$ cat src/rtl/muldiv_pkg.sv
// Shared constants, funct3 encodings and FSM state type for the RV32M multiply/divide unit.
package muldiv_pkg;

    localparam int XLEN = 32;

    localparam logic [2:0] F3_MUL    = 3'b000;
    localparam logic [2:0] F3_MULH   = 3'b001;
    localparam logic [2:0] F3_MULHSU = 3'b010;
    localparam logic [2:0] F3_MULHU  = 3'b011;
    localparam logic [2:0] F3_DIV    = 3'b100;
    localparam logic [2:0] F3_DIVU   = 3'b101;
    localparam logic [2:0] F3_REM    = 3'b110;
    localparam logic [2:0] F3_REMU   = 3'b111;

    localparam logic [XLEN-1:0] DIV0_QUOT = {XLEN{1'b1}};
    localparam logic [XLEN-1:0] INT_MIN   = {1'b1, {(XLEN-1){1'b0}}};
    localparam logic [XLEN-1:0] NEG_ONE   = {XLEN{1'b1}};

    typedef enum logic [1:0] {
        IDLE = 2'd0,
        CALC = 2'd1,
        DONE = 2'd2
    } state_t;

endpackage

$ cat src/rtl/muldiv_step.sv
// One combinational iteration: shift-add multiply step or restoring-division step.
module muldiv_step #(
    parameter int XLEN = 32
) (
    input  logic [2*XLEN-1:0] acc,
    input  logic [XLEN-1:0]   operand,
    input  logic              is_div,
    output logic [2*XLEN-1:0] acc_next
);

    logic [XLEN:0]     mul_sum;
    logic [XLEN:0]     rem_shift;
    logic [XLEN:0]     diff;
    logic [2*XLEN-1:0] mul_next;
    logic [2*XLEN-1:0] div_next;

    // Multiply: {high partial, remaining multiplier bits}; add on LSB, then shift right.
    // Divide: {partial remainder, dividend/quotient bits}; shift left, trial-subtract.
    always_comb begin
        mul_sum   = {1'b0, acc[2*XLEN-1:XLEN]} + (acc[0] ? {1'b0, operand} : {(XLEN+1){1'b0}});
        mul_next  = {mul_sum, acc[XLEN-1:1]};
        rem_shift = {acc[2*XLEN-1:XLEN], acc[XLEN-1]};
        diff      = rem_shift - {1'b0, operand};
        if (!diff[XLEN]) begin
            div_next = {diff[XLEN-1:0], acc[XLEN-2:0], 1'b1};
        end else begin
            div_next = {rem_shift[XLEN-1:0], acc[XLEN-2:0], 1'b0};
        end
        acc_next = is_div ? div_next : mul_next;
    end

endmodule

$ cat src/rtl/muldiv_unit.sv
// Multi-cycle RV32M multiply/divide unit with stall handshake to the core.
// Optional MULDIV_FAST_MUL_EN: multiplies use a single combinational multiply (done at cycle 1).
module muldiv_unit #(
    parameter int XLEN = 32
) (
    input  logic            clk,
    input  logic            rst,
    input  logic            start,
    input  logic [2:0]      funct3,
    input  logic [XLEN-1:0] op_a,
    input  logic [XLEN-1:0] op_b,
    output logic            stall,
    output logic            done,
    output logic [XLEN-1:0] result
);
    import muldiv_pkg::*;

    state_t            state, state_next;
    logic [2:0]        f3;
    logic [2*XLEN-1:0] acc, acc_step, prod;
    logic [XLEN-1:0]   opd;
    logic              neg;
    logic [31:0]       cnt;

    logic              is_div, a_sgn, b_sgn, a_neg, b_neg, neg_in;
    logic [XLEN-1:0]   a_mag, b_mag, quo, rem;
    logic              div0, ovf, fast_hit;
    logic [XLEN-1:0]   early_res, fast_res, fin_res;

    // Request decode: MUL is treated as signed; its low half is sign-agnostic anyway.
    always_comb begin
        is_div    = funct3[2];
        a_sgn     = (funct3 != F3_MULHU) && (funct3 != F3_DIVU) && (funct3 != F3_REMU);
        b_sgn     = a_sgn && (funct3 != F3_MULHSU);
        a_neg     = a_sgn & op_a[XLEN-1];
        b_neg     = b_sgn & op_b[XLEN-1];
        a_mag     = a_neg ? -op_a : op_a;
        b_mag     = b_neg ? -op_b : op_b;
        neg_in    = (funct3 == F3_REM) ? a_neg : (a_neg ^ b_neg);
        div0      = is_div && (op_b == '0);
        ovf       = ((funct3 == F3_DIV) || (funct3 == F3_REM)) && (op_a == INT_MIN) && (op_b == NEG_ONE);
        if (div0) begin
            early_res = funct3[1] ? op_a : DIV0_QUOT;
        end else begin
            early_res = funct3[1] ? '0 : INT_MIN;
        end
    end

`ifdef MULDIV_FAST_MUL_EN
    logic signed [2*XLEN-1:0] fast_a, fast_b, fast_p;
    always_comb begin
        fast_a   = {{XLEN{a_sgn & op_a[XLEN-1]}}, op_a};
        fast_b   = {{XLEN{b_sgn & op_b[XLEN-1]}}, op_b};
        fast_p   = fast_a * fast_b;
        fast_res = (funct3 == F3_MUL) ? fast_p[XLEN-1:0] : fast_p[2*XLEN-1:XLEN];
        fast_hit = ~funct3[2];
    end
`else
    assign fast_res = '0;
    assign fast_hit = 1'b0;
`endif

    muldiv_step #(.XLEN(XLEN)) u_step (
        .acc      (acc),
        .operand  (opd),
        .is_div   (f3[2]),
        .acc_next (acc_step)
    );

    // Sign fix is applied to the final iteration's output as it is written to result.
    always_comb begin
        prod = neg ? -acc_step : acc_step;
        quo  = neg ? -acc_step[XLEN-1:0] : acc_step[XLEN-1:0];
        rem  = neg ? -acc_step[2*XLEN-1:XLEN] : acc_step[2*XLEN-1:XLEN];
        if (f3[2]) begin
            fin_res = f3[1] ? rem : quo;
        end else begin
            fin_res = (f3 == F3_MUL) ? prod[XLEN-1:0] : prod[2*XLEN-1:XLEN];
        end
    end

    always_comb begin
        state_next = state;
        case (state)
            IDLE: begin
                if (start) begin
                    state_next = (div0 || ovf || fast_hit) ? DONE : CALC;
                end
            end
            CALC: begin
                if (!start) begin
                    state_next = IDLE;
                end else if (cnt == 32'd31) begin
                    state_next = DONE;
                end
            end
            DONE:    state_next = IDLE;
            default: state_next = IDLE;
        endcase
    end

    always_ff @(posedge clk or posedge rst) begin
        if (rst) begin
            state  <= IDLE;
            done   <= 1'b0;
            result <= '0;
            f3     <= '0;
            acc    <= '0;
            opd    <= '0;
            neg    <= 1'b0;
            cnt    <= '0;
        end else begin
            state <= state_next;
            done  <= (state_next == DONE);
            case (state)
                IDLE: begin
                    if (start) begin
                        f3  <= funct3;
                        neg <= neg_in;
                        cnt <= '0;
                        acc <= is_div ? {{XLEN{1'b0}}, a_mag} : {{XLEN{1'b0}}, b_mag};
                        opd <= is_div ? b_mag : a_mag;
                        if (div0 || ovf) begin
                            result <= early_res;
                        end else if (fast_hit) begin
                            result <= fast_res;
                        end
                    end
                end
                CALC: begin
                    if (start) begin
                        acc <= acc_step;
                        cnt <= cnt + 32'd1;
                        if (cnt == 32'd31) begin
                            result <= fin_res;
                        end
                    end
                end
                default: ;
            endcase
        end
    end

    assign stall = start & ~done;

endmodule

$ cat config.mk
export PLATFORM = sky130hd
export DESIGN_NAME = muldiv_unit
export DESIGN_NICKNAME = d
export VERILOG_FILES = /design/src/rtl/muldiv_pkg.sv /design/src/rtl/muldiv_step.sv /design/src/rtl/muldiv_unit.sv
export SDC_FILE = /design/constraint.sdc
export NUM_CORES = 1
export LEC_CHECK = 0
export CAP_MARGIN = 20
export CORE_MARGIN = 10
export CORE_UTILIZATION = 45
export CTS_CLUSTER_SIZE = 8
export DETAILED_ROUTE_END_ITERATION = 8
export PLACE_DENSITY = 0.66
export SYNTH_ARGS = -nofsm -noshare
export SYNTH_HDL_FRONTEND = slang
export SYNTH_SLANG_ARGS = --single-unit
$ cat constraint.sdc
create_clock -name clk -period 5.79 [get_ports clk]
set_input_delay 1.4475 -clock clk [delete_from_list [all_inputs] [get_ports clk]]
set_output_delay 1.4475 -clock clk [all_outputs]
set_load 0.01 [all_outputs]
* Word level (Yosys, flattened, before mapping)
Cells that the tools add are included.
** Operators by class
- Add/subtract/negate cells :: 8
- Equality and inequality tests :: 15
- Mux-type cells :: 33
- Bitwise logic cells :: 5
- Reductions and logical operators :: 15
** Operator list (count)
- 32-bit two-way mux :: 19
- 64-bit two-way mux :: 5
- 32-bit negation :: 4
- 32-bit case mux with 2 select lines :: 2
- 64-bit case mux with 2 select lines :: 1
- 32-bit equality test (second input constant) :: 2
- 64-bit negation :: 1
- 32-bit by 33-bit adder with 33-bit output :: 1
- 33-bit by 32-bit subtractor with 33-bit output :: 1
- 32-bit by 1-bit adder with 32-bit output (second input constant) :: 1
- 32-bit by 5-bit equality test with 1-bit output (second input constant) :: 1
- 32-bit logical NOT :: 1
- 2-bit two-way mux :: 4
- 2-bit != test (second input constant) :: 4
- 3-bit equality test (second input constant) :: 2
- 1-bit logical AND :: 6
- 3-bit by 2-bit != test with 1-bit output (second input constant) :: 2
- 3-bit != test (second input constant) :: 2
- 5-bit AND reduction :: 1
- 2-bit case mux with 2 select lines :: 1
- 1-bit AND :: 3
- 3-bit logical NOT :: 1
- 3-bit AND reduction :: 1
- 2-bit by 1-bit equality test with 1-bit output (second input constant) :: 1
- 8 further kinds :: 9
** Storage, ports and cells
- Register bits :: 167
- Input bits :: 70
- Output and inout port bits :: 34
- Logic and storage cells :: 84

* Depth between registers and ports, before layout
- Depth after elaboration :: 10
- Depth in mapped cells :: 23
- Gate-level depth less buffers :: 22

* Modules after synthesis
Synthesis repeated with hierarchy kept, for this count alone.
** Unflattened totals
- Cell total of the unflattened synthesis :: 2114
- Area, all modules :: 16763.6 µm²
** By module, submodules not included
- muldiv_unit :: instances 1, cells an instance 1491, area an instance 12299.3 µm², seq. area each 4179.0 µm²
- muldiv_step :: instances 1, cells an instance 623, area an instance 4464.3 µm², seq. area each 0.0 µm²

* Worst setup path before layout
Ideal clock, no wire load.
- Path kind :: register to register
- Start :: reg acc[31]
- End :: reg result[26]
- Library setup time :: 0.134 ns
- Data arrival time :: 5.138 ns
- Data required time :: 5.656 ns
- Slack :: 0.518 ns
- Stages on the path, launching flop included :: 21
- Path buffers :: 1
- Clock period less this slack :: 5.272 ns
- Path through :: dfrtp_1 > inv_1 > ha_1 > fa_1 > nand2b_1 > a2111oi_4 > o21ai_2 > a21boi_2 > o211ai_4 > buf_6 > a311oi_4 > ha_1 > inv_1 > a2111o_1 > nor4_2 > nand4_2 > or3_1 > nor3_1 > nor3_1 > a2111oi_0 > a21oi_1
** Between the ends
- Longest elaborated chain between the ends :: 10
- Elaborated cells on any way between the ends :: 15
- Classes of those cells :: add/sub: 4; mux: 11
** RTL lines
- start: declaration :: line muldiv_unit.sv:20 : logic [2*XLEN-1:0] acc, acc_step, prod;
- start signal: assignment :: line muldiv_unit.sv:121 : acc <= is_div ? {{XLEN{1'b0}}, a_mag} : {{XLEN{1'b0}}, b_mag};
- start signal: assignment :: line muldiv_unit.sv:132 : acc <= acc_step;
- 33-bit by 32-bit subtractor with 33-bit output :: line muldiv_step.sv:23 : diff = rem_shift - {1'b0, operand};
- 64-bit two-way mux :: line muldiv_step.sv:24 : if (!diff[XLEN]) begin
- 64-bit two-way mux (*) :: line muldiv_step.sv:29 : acc_next = is_div ? div_next : mul_next;
- 64-bit negation, or another cell as far along :: line muldiv_unit.sv:72 : prod = neg ? -acc_step : acc_step;
- 64-bit two-way mux, or another cell as far along :: line muldiv_unit.sv:72
- 32-bit two-way mux, on equally long branches :: line muldiv_unit.sv:78, muldiv_unit.sv:76
- 32-bit two-way mux (*) :: line muldiv_unit.sv:75 : if (f3[2]) begin
- 32-bit two-way mux (*) :: line muldiv_unit.sv:134 : if (cnt == 32'd31) begin
- 32-bit two-way mux (*) :: line muldiv_unit.sv:131 : if (start) begin
- 32-bit case mux with 2 select lines (*) :: line muldiv_unit.sv:115 : case (state)
- end signal: assignment :: line muldiv_unit.sv:124 : result <= early_res;
- end signal: assignment :: line muldiv_unit.sv:126 : result <= fast_res;
- end signal: assignment :: line muldiv_unit.sv:135 : result <= fin_res;
- end: declaration :: line muldiv_unit.sv:14 : output logic [XLEN-1:0] result
Every way passes the cells marked *; elsewhere a longest branch is shown, timed or not. The select of a mux whose other input is x is not followed.
A chain may end at the register's enable or synchronous reset.

* Worst setup path after layout
- Start :: reg acc[0]
- End :: reg result[29]
** Between the ends
- Longest elaborated chain between the ends :: 10
- Elaborated cells on any way between the ends :: 16
- Classes of those cells :: add/sub: 4; mux: 12
** RTL lines
- 32-bit two-way mux :: line muldiv_step.sv:20 : mul_sum = {1'b0, acc[2*XLEN-1:XLEN]} + (acc[0] ? {1'b0, operand} : {(XLEN+1){1'b0}});
- 32-bit by 33-bit adder with 33-bit output :: line muldiv_step.sv:20
- 64-bit two-way mux (*) :: line muldiv_step.sv:29
- 64-bit negation / 32-bit negation (equally long branches) :: line muldiv_unit.sv:72, muldiv_unit.sv:74
- 64-bit two-way mux / 32-bit two-way mux (equally long branches) :: line muldiv_unit.sv:72, muldiv_unit.sv:74
- 32-bit two-way mux, on equally long branches :: line muldiv_unit.sv:78, muldiv_unit.sv:76
- 32-bit two-way mux (*) :: line muldiv_unit.sv:75
- 32-bit two-way mux (*) :: line muldiv_unit.sv:134
- 32-bit two-way mux (*) :: line muldiv_unit.sv:131
- 32-bit case mux with 2 select lines (*) :: line muldiv_unit.sv:115
Marks and branches as above.

==> results.json <==
{
  "clock_skew_ns": 0.0188,
  "regArea_um2": 4180,
  "cp_num_buf_inv": 3,
  "p_leak_nw": 8.18,
  "cts-htree-levels": 4,
  "cp_common_cell": "buf_4",
  "crit_path_start_kind": "flip-flop",
  "num_vias": 19511,
  "slew_violations": 0,
  "endpoint_kind": "flip-flop",
  "route.detailed.drc": 0,
  "cp_cell_sequence": "buf_4, and2_1, ha_1, a21o_1, a31o_2, o21ai_1, a21oi_1, o21ai_1, o221ai_1, mux2_2, a221oi_1, nand4bb_1, buf_4, nor3_1, buf_4, o221a_2, o32ai_1, a21oi_1",
  "fp.dieArea_um2": 47900,
  "setup_viol": 0,
  "layout_common_cells": "286 x nand2_1, 235 x o21ai_0, 226 x nor2_1",
  "grt_pass1_vias": 18121,
  "ys_ff_latch": 167,
  "clockRootBuffer": "clkbuf_16",
  "rsz0062_at_grt": "false",
  "power.density_nw_per_um2": 335,
  "crit_family": "compound AO/OA/AOI/OAI gates",
  "core_um2": 38800,
  "rows": 72,
  "post_cts_resized": 0,
  "drive_above_1_share_pct": 8.29,
  "max_cap_viol_count": 0,
  "die_h_um": 219,
  "multi_input_area_um2": 12700,
  "syn-cell-area_um2": 17800,
  "vdd_ir_drop_max_uv": 253,
  "routedWlPerCell_um": 25.1,
  "final_common_cell": "nand2_1",
  "start_util_pct": 45.8,
  "grt_overflow_total": 0,
  "cts_buffer_depth": 2,
  "hold_path.class": "flip-flop to flip-flop",
  "hold_viol_final": 0,
  "dr.first_iter.drc_count": 2311,
  "maxSlewHeadroom_pct": 20.2,
  "period_share_pct": 96.1,
  "syn2layout_area_growth_pct": 13.6,
  "critPathSlowestCell": "o21ai_1",
  "hpwlAfterDp_mm": 59.2,
  "crit_type": "flip-flop to flip-flop",
  "avgViaCountPerCell": 6.52,
  "ys_seq_area_share_pct": 23.5,
  "antenna_found_initial": 7,
  "tightestPinTransition_ns": 1.19,
  "placed_cells": 2958,
  "path_clk_slew_ns": 0.08,
  "cts_tree": "yes",
  "drt.antenna.violating_nets": 0,
  "place.gp.congestion": 1.03,
  "placed_area_um2": 19600,
  "io_pins": 104,
  "setup_tns_ns": 0,
  "grt_pass1_wl_mm": 114,
  "synthDistinctLibCells": 111,
  "nNetsFinal": 2601,
  "status": "finished clean",
  "synth_fp_nets": 2532,
  "fmax_mhz": 180,
  "arrival_ns": 5.92,
  "first_pass_iters": 8,
  "fill_cells": 3774,
  "crit_fanout": 23,
  "max_stage_delay_ns": 0.58,
  "clock-sinks": 167,
  "avgSynthCellArea_um2": 7.44,
  "design_area_um2": 20200,
  "die_w_um": 219,
  "port_buffers": 103,
  "cts_hold_buf": 0,
  "cts_buffers": 17,
  "synth_edf_count": 0,
  "syn-instance-count": 2390,
  "fin_crit_ns": 5.56,
  "grt_max_degree": 79,
  "clock_latency_ns": 0.48,
  "instances_no_fill": 2994,
  "synth_warnings": 0,
  "grt_use_total_pct": 30.9,
  "required_ns": 6.15,
  "wirelength_mm": 75.3,
  "async_flop_share_pct": 100,
  "postCtsSetupRepairBufs": 0,
  "synth_ff_type": "dfrtp_1"
}
where the power goes:
part / switching [W] / internal [W] / total, W / leakage (nW)
Combinational: 0.00261 / 0.00142 / 0.00402 / 5.76
Sequential: 0.000192 / 0.00131 / 0.00150 / 2.14
Clock: 0.000600 / 0.000633 / 0.00123 / 0.288
Total: 0.00340 / 0.00336 / 0.00676 / 8.18
flip-flops by register name, summed over array words and instances, names as in the netlist:
register  count
done          1
state         2
neg           1
cnt          32
acc          64
f3            3
opd          32
result       32
worst reg2reg max path: stages, from the launching register on:
cell and delay (ns):
dfrtp_1 0.42, buf_4 0.24, and2_1 0.21, ha_1 0.34, a21o_1 0.23, a31o_2 0.23, o21ai_1 0.58, a21oi_1 0.40
o21ai_1 0.37, o221ai_1 0.18, mux2_2 0.34, a221oi_1 0.49, nand4bb_1 0.33, buf_4 0.18, nor3_1 0.06, buf_4 0.19
o221a_2 0.27, o32ai_1 0.28, a21oi_1 0.10
final cells by class:
class / instances / area share (%)
diodes: 4 / 0.0496
clock buffers: 20 / 2.26
clock inverters: 12 / 0.657
inverters: 83 / 1.56
multi-input cells: 1998 / 63.0
flip-flops and latches: 167 / 20.7
well taps: 518 / 3.21
repair buffers: 192 / 8.53
routing by layer:
layer | global-route usage (%) | vias to the layer above | share of wire [%]
met5 | 0 | - | 0.060
met4 | 14.6 | 6 | 4.6
met3 | 9.09 | 180 | 11
met2 | 46.0 | 1012 | 43
met1 | 40.3 | 9401 | 41
li1 | - | 8912 | -
cell usage after synthesis (28+ instances only):
cell type | n | area [um^2]
ha_1 | 70 | 876
o31ai_1 | 35 | 263
or3_1 | 28 | 175
a21o_1 | 33 | 248
inv_1 | 82 | 308
and2_1 | 52 | 325
nand4_1 | 29 | 181
o21ai_0 | 236 | 1180
o211ai_1 | 34 | 255
xor2_1 | 82 | 718
nor2_1 | 227 | 852
nand2_1 | 287 | 1080
dfrtp_1 | 167 | 4180
nand3_1 | 64 | 320
a211oi_1 | 31 | 233
a21oi_1 | 176 | 881
nor3_1 | 67 | 335
mux2i_1 | 31 | 310
clkbuf_1 | 97 | 364
xnor2_1 | 89 | 780
worst paths after layout:
kind	slack, ns	cells after the start	end	start
max	0.23	18	result[29]$_DFFE_PP0P_	acc[0]$_DFFE_PP0P_
min reg2reg	0.48	1	result[5]$_DFFE_PP0P_	result[5]$_DFFE_PP0P_
min	0.48	1	result[5]$_DFFE_PP0P_	result[5]$_DFFE_PP0P_
max in group asynchronous	3.40	3	acc[48]$_DFFE_PP0P_	rst
min in group asynchronous	1.34	2	acc[40]$_DFFE_PP0P_	rst
max reg2reg	0.23	18	result[29]$_DFFE_PP0P_	acc[0]$_DFFE_PP0P_
metrics by stage:
step                setup WS [ns]  util (%)  hold WS, ns  total power (W)
finish                      0.229      52.0        0.483          0.00676
global route               0.0402      52.0        0.504          0.00711
CTS                         0.331      51.9        0.487          0.00661
detailed placement          0.184      50.4        0.469          0.00539
global placement            0.281      50.4        0.467          0.00536
floorplan                   0.518         -        0.463          0.00409
kinds of logic after synthesis:
kind of cell               after synthesis  share of synthesized area (%)
AOI/OAI and AO/OA                      785                           29.5
adders and majority gates               72                           5.15
xor gates and xnor gates               171                           8.43
and+or+nand+nor                        919                           25.1
muxes                                   51                           3.14
DFF                                    167                           23.5
buffers and inverters                  225                           5.15
Power figures use the tool's default switching activity.
